$ cat src/rtl/conv_pkg.sv
// Shared constants and state encoding for the 3x3 RGB888 convolution engine.
package conv_pkg;

    localparam int unsigned N_TAPS  = 9;
    localparam int unsigned N_CHAN  = 3;
    localparam int unsigned CH_W    = 8;
    localparam int unsigned TAP_W   = 4;

    // Channel slice positions inside a packed RGB888 pixel: R, G, B.
    localparam int unsigned CH_LSB [N_CHAN] = '{16, 8, 0};

    // Identity kernel: centre tap at unity gain for SHIFT=4.
    localparam int unsigned ID_TAP  = 4;
    localparam int          ID_COEF = 16;

    typedef enum logic [1:0] {
        IDLE = 2'd0,
        MAC  = 2'd1,
        OUT  = 2'd2
    } state_t;

endpackage

$ cat src/rtl/conv_chan_mac.sv
// One colour channel: unsigned pixel x signed coefficient accumulate, then
// round, shift, optional magnitude (CONV_ABS_EN) and saturate to 0..255.
module conv_chan_mac
    import conv_pkg::*;
#(
    parameter int unsigned COEF_W = 8,
    parameter int unsigned ACC_W  = 21,
    parameter int unsigned SHIFT  = 4
) (
    input  logic                     iClk,
    input  logic                     iRst,
    input  logic                     iClear,
    input  logic                     iEn,
    input  logic [CH_W-1:0]          iPix,
    input  logic signed [COEF_W-1:0] iCoef,
    output logic [CH_W-1:0]          oResult
);

    localparam int unsigned PROD_W = CH_W + COEF_W + 1;
    localparam int unsigned RW     = ACC_W + 1;
    localparam logic signed [RW-1:0] ROUND = RW'((1 << SHIFT) >> 1);

    logic signed [PROD_W-1:0] prod;
    logic signed [ACC_W-1:0]  acc;
    logic signed [RW-1:0]     rounded;
    logic signed [RW-1:0]     shifted;
    logic signed [RW-1:0]     mag;

    assign prod = $signed({1'b0, iPix}) * iCoef;

    always_ff @(posedge iClk or negedge iRst) begin
        if (!iRst) begin
            acc <= '0;
        end else if (iClear) begin
            acc <= '0;
        end else if (iEn) begin
            acc <= acc + ACC_W'(prod);
        end
    end

    always_comb begin
        rounded = $signed({acc[ACC_W-1], acc}) + ROUND;
        shifted = rounded >>> SHIFT;
`ifdef CONV_ABS_EN
        mag = shifted[RW-1] ? -shifted : shifted;
`else
        mag = shifted;
`endif
        if (mag[RW-1]) begin
            oResult = '0;
        end else if (|mag[RW-2:CH_W]) begin
            oResult = '1;
        end else begin
            oResult = mag[CH_W-1:0];
        end
    end

endmodule

$ cat src/rtl/conv3x3_mac.sv
// Sequential 3x3 RGB888 convolution: one tap per cycle, 11-cycle period.
// Define CONV_ABS_EN to output magnitudes instead of clamping negatives to 0.
module conv3x3_mac
    import conv_pkg::*;
#(
    parameter int unsigned DATA_W = 24,
    parameter int unsigned COEF_W = 8,
    parameter int unsigned ACC_W  = 21,
    parameter int unsigned SHIFT  = 4
) (
    input  logic                     iClk,
    input  logic                     iRst,
    input  logic                     iValid,
    input  logic [DATA_W-1:0]        iWin0,
    input  logic [DATA_W-1:0]        iWin1,
    input  logic [DATA_W-1:0]        iWin2,
    input  logic [DATA_W-1:0]        iWin3,
    input  logic [DATA_W-1:0]        iWin4,
    input  logic [DATA_W-1:0]        iWin5,
    input  logic [DATA_W-1:0]        iWin6,
    input  logic [DATA_W-1:0]        iWin7,
    input  logic [DATA_W-1:0]        iWin8,
    output logic                     oBusy,
    input  logic                     iCoefWe,
    input  logic [TAP_W-1:0]         iCoefAddr,
    input  logic signed [COEF_W-1:0] iCoefData,
    output logic [DATA_W-1:0]        oPixel,
    output logic                     oValid
);

    state_t                   state;
    logic [TAP_W-1:0]         tap;
    logic [DATA_W-1:0]        winIn   [N_TAPS];
    logic [DATA_W-1:0]        win     [N_TAPS];
    logic signed [COEF_W-1:0] coef    [N_TAPS];
    logic [DATA_W-1:0]        tapPix;
    logic signed [COEF_W-1:0] tapCoef;
    logic [CH_W-1:0]          chanRes [N_CHAN];
    logic [DATA_W-1:0]        outPix;
    logic                     capture;
    logic                     macEn;

    assign oBusy   = (state != IDLE);
    assign capture = (state == IDLE) && iValid;
    assign macEn   = (state == MAC);

    always_comb begin
        winIn[0] = iWin0;
        winIn[1] = iWin1;
        winIn[2] = iWin2;
        winIn[3] = iWin3;
        winIn[4] = iWin4;
        winIn[5] = iWin5;
        winIn[6] = iWin6;
        winIn[7] = iWin7;
        winIn[8] = iWin8;
    end

    always_comb begin
        tapPix  = '0;
        tapCoef = '0;
        for (int unsigned i = 0; i < N_TAPS; i++) begin
            if (tap == TAP_W'(i)) begin
                tapPix  = win[i];
                tapCoef = coef[i];
            end
        end
    end

    always_ff @(posedge iClk or negedge iRst) begin
        if (!iRst) begin
            for (int unsigned i = 0; i < N_TAPS; i++) begin
                win[i] <= '0;
            end
        end else if (capture) begin
            for (int unsigned i = 0; i < N_TAPS; i++) begin
                win[i] <= winIn[i];
            end
        end
    end

    // Writes are gated on IDLE only, so a write on the capture edge still lands.
    always_ff @(posedge iClk or negedge iRst) begin
        if (!iRst) begin
            for (int unsigned i = 0; i < N_TAPS; i++) begin
                coef[i] <= (i == ID_TAP) ? COEF_W'(ID_COEF) : '0;
            end
        end else if ((state == IDLE) && iCoefWe) begin
            for (int unsigned i = 0; i < N_TAPS; i++) begin
                if (iCoefAddr == TAP_W'(i)) begin
                    coef[i] <= iCoefData;
                end
            end
        end
    end

    for (genvar c = 0; c < N_CHAN; c++) begin : gChan
        conv_chan_mac #(
            .COEF_W (COEF_W),
            .ACC_W  (ACC_W),
            .SHIFT  (SHIFT)
        ) uChan (
            .iClk    (iClk),
            .iRst    (iRst),
            .iClear  (capture),
            .iEn     (macEn),
            .iPix    (tapPix[CH_LSB[c] +: CH_W]),
            .iCoef   (tapCoef),
            .oResult (chanRes[c])
        );
    end

    always_comb begin
        outPix = '0;
        for (int unsigned c = 0; c < N_CHAN; c++) begin
            outPix[CH_LSB[c] +: CH_W] = chanRes[c];
        end
    end

    always_ff @(posedge iClk or negedge iRst) begin
        if (!iRst) begin
            state  <= IDLE;
            tap    <= '0;
            oValid <= 1'b0;
            oPixel <= '0;
        end else begin
            oValid <= 1'b0;
            case (state)
                IDLE: begin
                    if (iValid) begin
                        state <= MAC;
                        tap   <= '0;
                    end
                end
                MAC: begin
                    if (tap == TAP_W'(N_TAPS - 1)) begin
                        state <= OUT;
                        tap   <= '0;
                    end else begin
                        tap <= tap + 1'b1;
                    end
                end
                OUT: begin
                    oPixel <= outPix;
                    oValid <= 1'b1;
                    state  <= IDLE;
                end
                default: state <= IDLE;
            endcase
        end
    end

endmodule

$ cat config.mk
export PLATFORM = sky130hd
export DESIGN_NAME = conv3x3_mac
export DESIGN_NICKNAME = d
export VERILOG_FILES = /design/src/rtl/conv_pkg.sv /design/src/rtl/conv_chan_mac.sv /design/src/rtl/conv3x3_mac.sv
export SDC_FILE = /design/constraint.sdc
export NUM_CORES = 1
export LEC_CHECK = 0
export BUFFER_PORTS_ARGS = -buffer_cell sky130_fd_sc_hd__buf_2
export CAP_MARGIN = 10
export CORE_ASPECT_RATIO = 0.7
export CORE_MARGIN = 2
export CORE_UTILIZATION = 45
export CTS_BUF_LIST = sky130_fd_sc_hd__clkbuf_4 sky130_fd_sc_hd__clkbuf_8
export CTS_CLUSTER_DIAMETER = 80
export CTS_CLUSTER_SIZE = 28
export DETAILED_ROUTE_END_ITERATION = 16
export HOLD_SLACK_MARGIN = 0.02
export PLACE_DENSITY = 0.69
export SETUP_SLACK_MARGIN = 0.02
export SLEW_MARGIN = 5
export SYNTH_ARGS = -nofsm -noshare
export SYNTH_HDL_FRONTEND = slang
export SYNTH_SLANG_ARGS = --single-unit
$ cat constraint.sdc
create_clock -name iClk -period 10.7 [get_ports iClk]
set_input_delay 1.605 -clock iClk [delete_from_list [all_inputs] [get_ports iClk]]
set_output_delay 1.605 -clock iClk [all_outputs]
set_load 0.01 [all_outputs]
## Yosys cells after proc, flatten, opt, wreduce, memory -nomap -nowiden

Index checks and enable logic that the tools add are counted.

| word-level totals | value |
|---|---|
| ROM bits | 0 |
| word-level logic and storage cells | 114 |
| output and inout port bits | 26 |
| bits in latches | 0 |
| memory bits (writable) | 0 |
| bits of input ports | 232 |
| bits in registers | 382 |
| memories kept | 0 |

| operators by class | value |
|---|---|
| bitwise operators | 0 |
| $add $sub $neg | 7 |
| muxes and demuxes | 37 |
| reductions and logical operators | 22 |
| equality and inequality tests | 20 |
| divide/modulo/power cells | 0 |
| magnitude comparators | 0 |
| shift-type cells | 0 |
| multiply operators | 3 |

Operators with widths:

| cell | number |
|---|---|
| two-way mux 24 bit | 9 |
| two-way mux 21 bit | 6 |
| two-way mux 8 bit | 15 |
| adder 21 x 5 -> 22 bit (second input constant) | 3 |
| adder 21 x 17 -> 21 bit | 3 |
| multiplier 9 x 8 -> 17 bit | 3 |
| equality test 4 x 3 -> 1 bit (second input constant) | 8 |
| OR reduction 10 bit | 3 |
| AND reduction 2 bit | 11 |
| equality test 4 x 2 -> 1 bit (second input constant) | 4 |
| equality test 4 x 1 -> 1 bit (second input constant) | 2 |
| equality test 4 bit (second input constant) | 2 |
| zero test 4 bit | 2 |
| two-way mux 4 bit | 2 |
| case mux 4 bit (2 select lines) | 1 |
| nonzero test 2 bit | 3 |
| adder 4 x 1 -> 4 bit (second input constant) | 1 |
| two-way mux 2 bit | 2 |
| inequality test 2 bit (second input constant) | 2 |
| case mux 2 bit (2 select lines) | 1 |
| equality test 2 x 1 -> 1 bit (second input constant) | 1 |
| equality test 2 bit (second input constant) | 1 |
| logical AND 1 bit | 2 |
| zero test 2 bit | 1 |
| two-way mux 1 bit | 1 |

## Longest topological paths before layout

| logic depth | value |
|---|---|
| depth after elaboration | 14 |
| gate-level depth with buffers | 30 |
| gate-level depth less buffers | 27 |

## Cells and area by module

Synthesis repeated with hierarchy kept, for this count alone.

| unflattened totals | value |
|---|---|
| cells, all modules | 2619 |
| area, all modules | 27602.7 um^2 |

By module, submodules not included:

| module | seq. area each (um^2) | area an instance (um^2) | cells each | times used |
|---|---|---|---|---|
| conv3x3_mac | 7983.9 | 14710.4 | 1171 | 1 |
| conv_chan_mac (gChan[2].uChan) | 525.5 | 4326.6 | 486 | 1 |
| conv_chan_mac (gChan[0].uChan) | 525.5 | 4291.6 | 475 | 1 |
| conv_chan_mac (gChan[1].uChan) | 525.5 | 4274.1 | 487 | 1 |

## Least setup slack after synthesis

OpenSTA, ideal clock, no wires.

| timing path | value |
|---|---|
| path kind | register to register |
| start point | register tap[0] |
| end point | register gChan[0].uChan.acc[19] |
| setup slack | 3.779 ns |
| stages on the path, launching flop included | 26 |
| data required time | 10.572 ns |
| buffers on the path | 3 |
| library setup time | 0.128 ns |
| arrival time | 6.793 ns |
| clock period less this slack | 6.921 ns |
| path through | dfrtp_1 inv_1 ha_1 buf_2 buf_1 a21oi_1 o22ai_1 o211ai_1 a31oi_2 buf_2 nand2_1 fa_1 inv_1 fa_1 fa_1 fa_1 inv_1 fa_1 inv_1 ha_1 or4_1 a2111o_1 a311oi_1 o21bai_1 a21oi_1 mux2_1 |

| between the ends | value |
|---|---|
| longest elaborated chain between the ends | 14 |
| elaborated cells between the ends (all ways) | 31 |
| those cells by class | 1 x add/sub; 1 x mul; 8 x eq/ne; 20 x mux; 1 x reduce/logical |

Ends and longest elaborated chain:

| element | line | source |
|---|---|---|
| start, declared | conv3x3_mac.sv:32 | `logic [TAP_W-1:0] tap;` |
| start signal, assigned | conv3x3_mac.sv:140 | `tap <= tap + 1'b1;` |
| zero test 4 bit | conv3x3_mac.sv:63 | `if (tap == TAP_W'(i)) begin` |
| two-way mux 24 bit or two-way mux 8 bit (tied branches) (9 in a row) | conv3x3_mac.sv:63 |  |
| multiplier 9 x 8 -> 17 bit (*) | conv_chan_mac.sv:29 | `assign prod = $signed({1'b0, iPix}) * iCoef;` |
| adder 21 x 17 -> 21 bit (*) | conv_chan_mac.sv:37 | `acc <= acc + ACC_W'(prod);` |
| two-way mux 21 bit (*) | conv_chan_mac.sv:36 | `end else if (iEn) begin` |
| two-way mux 21 bit (*) | conv_chan_mac.sv:34 | `end else if (iClear) begin` |
| end signal, assigned | conv_chan_mac.sv:37 |  |
| end, declared | conv_chan_mac.sv:24 | `logic signed [ACC_W-1:0] acc;` |

Mark *: on every way between the ends. The rest lies on a longest branch, timed or not. The select of a mux whose other input is x is not followed.
A chain may end at the register's enable or synchronous reset.

## Worst setup path in the final report

Ends and elaborated chain as after synthesis.

==> results.sh <==
export IMPL_layout_commonest_cell="nand2_1"
export IMPL_antenna_left=0
export IMPL_finalSetupViolations=0
export IMPL_start_kind="flip-flop"
export IMPL_status="completed"
export IMPL_fin_worst_skew_ns=0.06123
export IMPL_cts_max_level=1
export IMPL_worstRegToRegCells=24
export IMPL_cp_slowest_cell="nor3b_4"
export IMPL_holdWs_ns=0.4919
export IMPL_cts_tree="built"
export IMPL_critPathTopFamily="adder cells"
export IMPL_drc=0
export IMPL_cts_hold_fix_buffers=0
export IMPL_slowest_delay_ns=0.66
export IMPL_finalWirelength_mm=76.89
export IMPL_synth_edf_count=0
export IMPL_synth_top_area_cell="dfrtp_1"
export IMPL_ctsResizeCount=0
export IMPL_max_freq_ghz=0.1191
export IMPL_finish_utilization=0.4958
export IMPL_syn_nets=3546
export IMPL_grt_max_degree=162
export IMPL_slew_viol_final=0
export IMPL_drt_iter0_drc=1964
export IMPL_grt_pass1_wl_mm=121.0
export IMPL_yosysUniqueCellTypes=71
export IMPL_synth_top_area_share=0.3632
export IMPL_grt_antenna_before_repair=2
export IMPL_multiInputGateArea_um2=15410
export IMPL_crit_type="reg -> reg"
export IMPL_dp_hpwl_mm=57.92
export IMPL_die_area_um2=60320
export IMPL_clk_path_buf_depth=3
export IMPL_maxSlewHeadroom=0.2549
export IMPL_fillers=5551
export IMPL_root_buffer="clkbuf_8"
export IMPL_numPortBuffers=257
export IMPL_synth_seq_cells=382
export IMPL_gp_congestion=0.9204
export IMPL_fin_crit_ns=8.394
export IMPL_syn2layout_area_growth_pct=9.456
export IMPL_netlist_top_cells_area="dfrtp_1 (36%), nand2_1 (13%), fa_1 (12%)"
export IMPL_viasPerCell=5.472
export IMPL_path_cells="inv_1 > ha_1 > nor3b_4 > buf_4 > and3_1 > a211oi_2 > a31oi_4 > buf_4 > nand2_1 > fa_1 > fa_1 > inv_1 > fa_1 > fa_1 > inv_1 > fa_1 > inv_1 > ha_1 > or4_1 > a2111o_1 > a311oi_1 > o21bai_1 > a21oi_1 > mux2_1"
export IMPL_r2r_setup_slack_ns=2.31
export IMPL_tightest_slew_ns=1.115
export IMPL_grt_setup_unrepaired="false"
export IMPL_critPathCaptureType="flip-flop"
export IMPL_finalHoldViolCount=0
export IMPL_r2r_start="tap[0]$_DFFE_PN0P_"
export IMPL_path_buf_inv=6
export IMPL_whs_path_depth=2
export IMPL_final_cell_mix="nand2_1 (897), dfrtp_1 (381), buf_2 (256)"
export IMPL_insertion_delay_ns=0.67
export IMPL_hold_path_endpoint="oPixel[14]$_DFFE_PN0P_"
export IMPL_cts_sinks=382
export IMPL_fin_crit_sh=0.7845
export IMPL_core_um2=57960
export IMPL_synth_area_um2=26250
export IMPL_synth_seq_area_share=0.3642
export IMPL_synthArstFlopShare=1.000
export IMPL_avgSynthCellArea_um2=8.863
export IMPL_start_util=0.4529
export IMPL_grt_overflow_total=0
export IMPL_track_usage=0.2591
export IMPL_final_nets=3713
export IMPL_drv_cap=0
export IMPL_hold_start="oPixel[14]$_DFFE_PN0P_"
export IMPL_worstPathRequired_ns=11.27
export IMPL_crit_fanout=20
export IMPL_cp_common_cell="fa_1"
export IMPL_vias=21356
export IMPL_seq_area_um2=9560
export IMPL_hp_class="reg -> reg"
export IMPL_drive_above_1_share=0.1477
export IMPL_drt_first_pass_iters=5
export IMPL_ios=258
export IMPL_yosysWarnings=0
export IMPL_numCtsBuffers=22
export IMPL_arrival_ns=8.96
export IMPL_synth_main_ff_cell="dfrtp_1"
export IMPL_rows=74
export IMPL_setup_tns_ns=0
export IMPL_post_cts_buffers=0
export IMPL_syn_inst=2962
export IMPL_clk_pin_slew_ns=0.17
export IMPL_die_h_um=206.1
export IMPL_regToRegEndpoint="gChan[0].uChan.acc[19]$_DFFE_PN0P_"
export IMPL_grt_pass1_vias=20798
export IMPL_wire_per_inst_um=19.70
export IMPL_die_w_um=292.7
## worst max-delay path by stage
| stage | slack, ns | from | to | depth (start not counted) |
|---|---|---|---|---|
| finish | 2.31 | tap[0]$_DFFE_PN0P_ | gChan[0].uChan.acc[19]$_DFFE_PN0P_ | 24 |
| global route | 1.97 | tap[1]$_DFFE_PN0P_ | gChan[0].uChan.acc[19]$_DFFE_PN0P_ | 25 |
| CTS | 2.41 | tap[0]$_DFFE_PN0P_ | gChan[0].uChan.acc[19]$_DFFE_PN0P_ | 24 |
| detailed placement | 2.44 | tap[0]$_DFFE_PN0P_ | gChan[0].uChan.acc[19]$_DFFE_PN0P_ | 24 |
| global placement | 2.50 | tap[1]$_DFFE_PN0P_ | gChan[0].uChan.acc[19]$_DFFE_PN0P_ | 24 |
| floorplan | 3.78 | tap[0]$_DFFE_PN0P_ | gChan[0].uChan.acc[19]$_DFFE_PN0P_ | 25 |
## layout make-up
| cell class | instances | share of cell area |
|---|---|---|
| Multi-Input combinational cell | 2237 | 0.5363 |
| Antenna cell | 1 | 0.00008709 |
| Clock inverter | 11 | 0.006270 |
| Sequential cell | 382 | 0.3327 |
| Timing Repair Buffer | 288 | 0.05364 |
| Clock buffer | 26 | 0.01202 |
| Inverter | 198 | 0.02586 |
| Tap cell | 760 | 0.03309 |
## layer usage
| metal | up-vias | GRT usage | wire (um) |
|---|---|---|---|
| met5 | - | 0 | 13 |
| met3 | 91 | 0.06829 | 8036 |
| li1 | 10152 | - | - |
| met2 | 806 | 0.3734 | 31250 |
| met1 | 10305 | 0.3897 | 35860 |
| met4 | 2 | 0.05330 | 1723 |
## cells by family (layout without fill, tap and decap cells)
kind of cell | after synthesis | count (layout) | synth area share
AOI/OAI and AO/OA | 469 | 469 | 0.1157
xor gates and xnor gates | 83 | 83 | 0.02769
adders and majority gates | 352 | 352 | 0.2115
buffers and inverters | 343 | 523 | 0.05066
DFF | 382 | 382 | 0.3642
muxes | 76 | 76 | 0.03260
other | 0 | 1 | 0
and+or+nand+nor | 1257 | 1257 | 0.1977
## cells in the mapped netlist (15+ instances only)
master    count
a21o_1       19
a21oi_1      65
a221oi_1     29
a31o_2       26
a31oi_1      34
and2_1       17
buf_2        31
clkbuf_1    105
dfrtp_1     381
fa_1        153
ha_1        199
inv_1       196
mux2_2       75
nand2_1     898
nand2b_1     22
nand3_1      68
nor2_1      163
o211ai_1     29
o21ai_0     136
o22ai_1      61
o31ai_1      15
xnor2_1      52
xor2_1       31
## per-stage QoR
stage	instances	cell area, um2	worst slack (ns)
final	3903	28740	2.306
after global routing	3903	28740	1.970
after CTS	3901	28730	2.406
after detailed placement	3864	28200	2.442
after global placement	3864	28200	2.497
after floorplan	2962	26250	3.780
## flip-flops by register name (all words and copies together), names as in the netlist
name and count:
win 216, coef 72, gChan.uChan.acc 63, oPixel 24, tap 4, state 2, oValid 1
## worst reg2reg max path, stage by stage (launching register included)
cell,delay [ns]
dfrtp_1,0.50
inv_1,0.13
ha_1,0.26
nor3b_4,0.66
buf_4,0.39
and3_1,0.22
a211oi_2,0.06
a31oi_4,0.62
buf_4,0.37
nand2_1,0.09
fa_1,0.46
fa_1,0.49
inv_1,0.04
fa_1,0.54
fa_1,0.56
inv_1,0.05
fa_1,0.54
inv_1,0.05
ha_1,0.25
or4_1,0.53
a2111o_1,0.42
a311oi_1,0.40
o21bai_1,0.15
a21oi_1,0.18
mux2_1,0.33
Power is not shown: default switching activity piles up to over one toggle a cycle in this logic, so the estimate is an artifact.
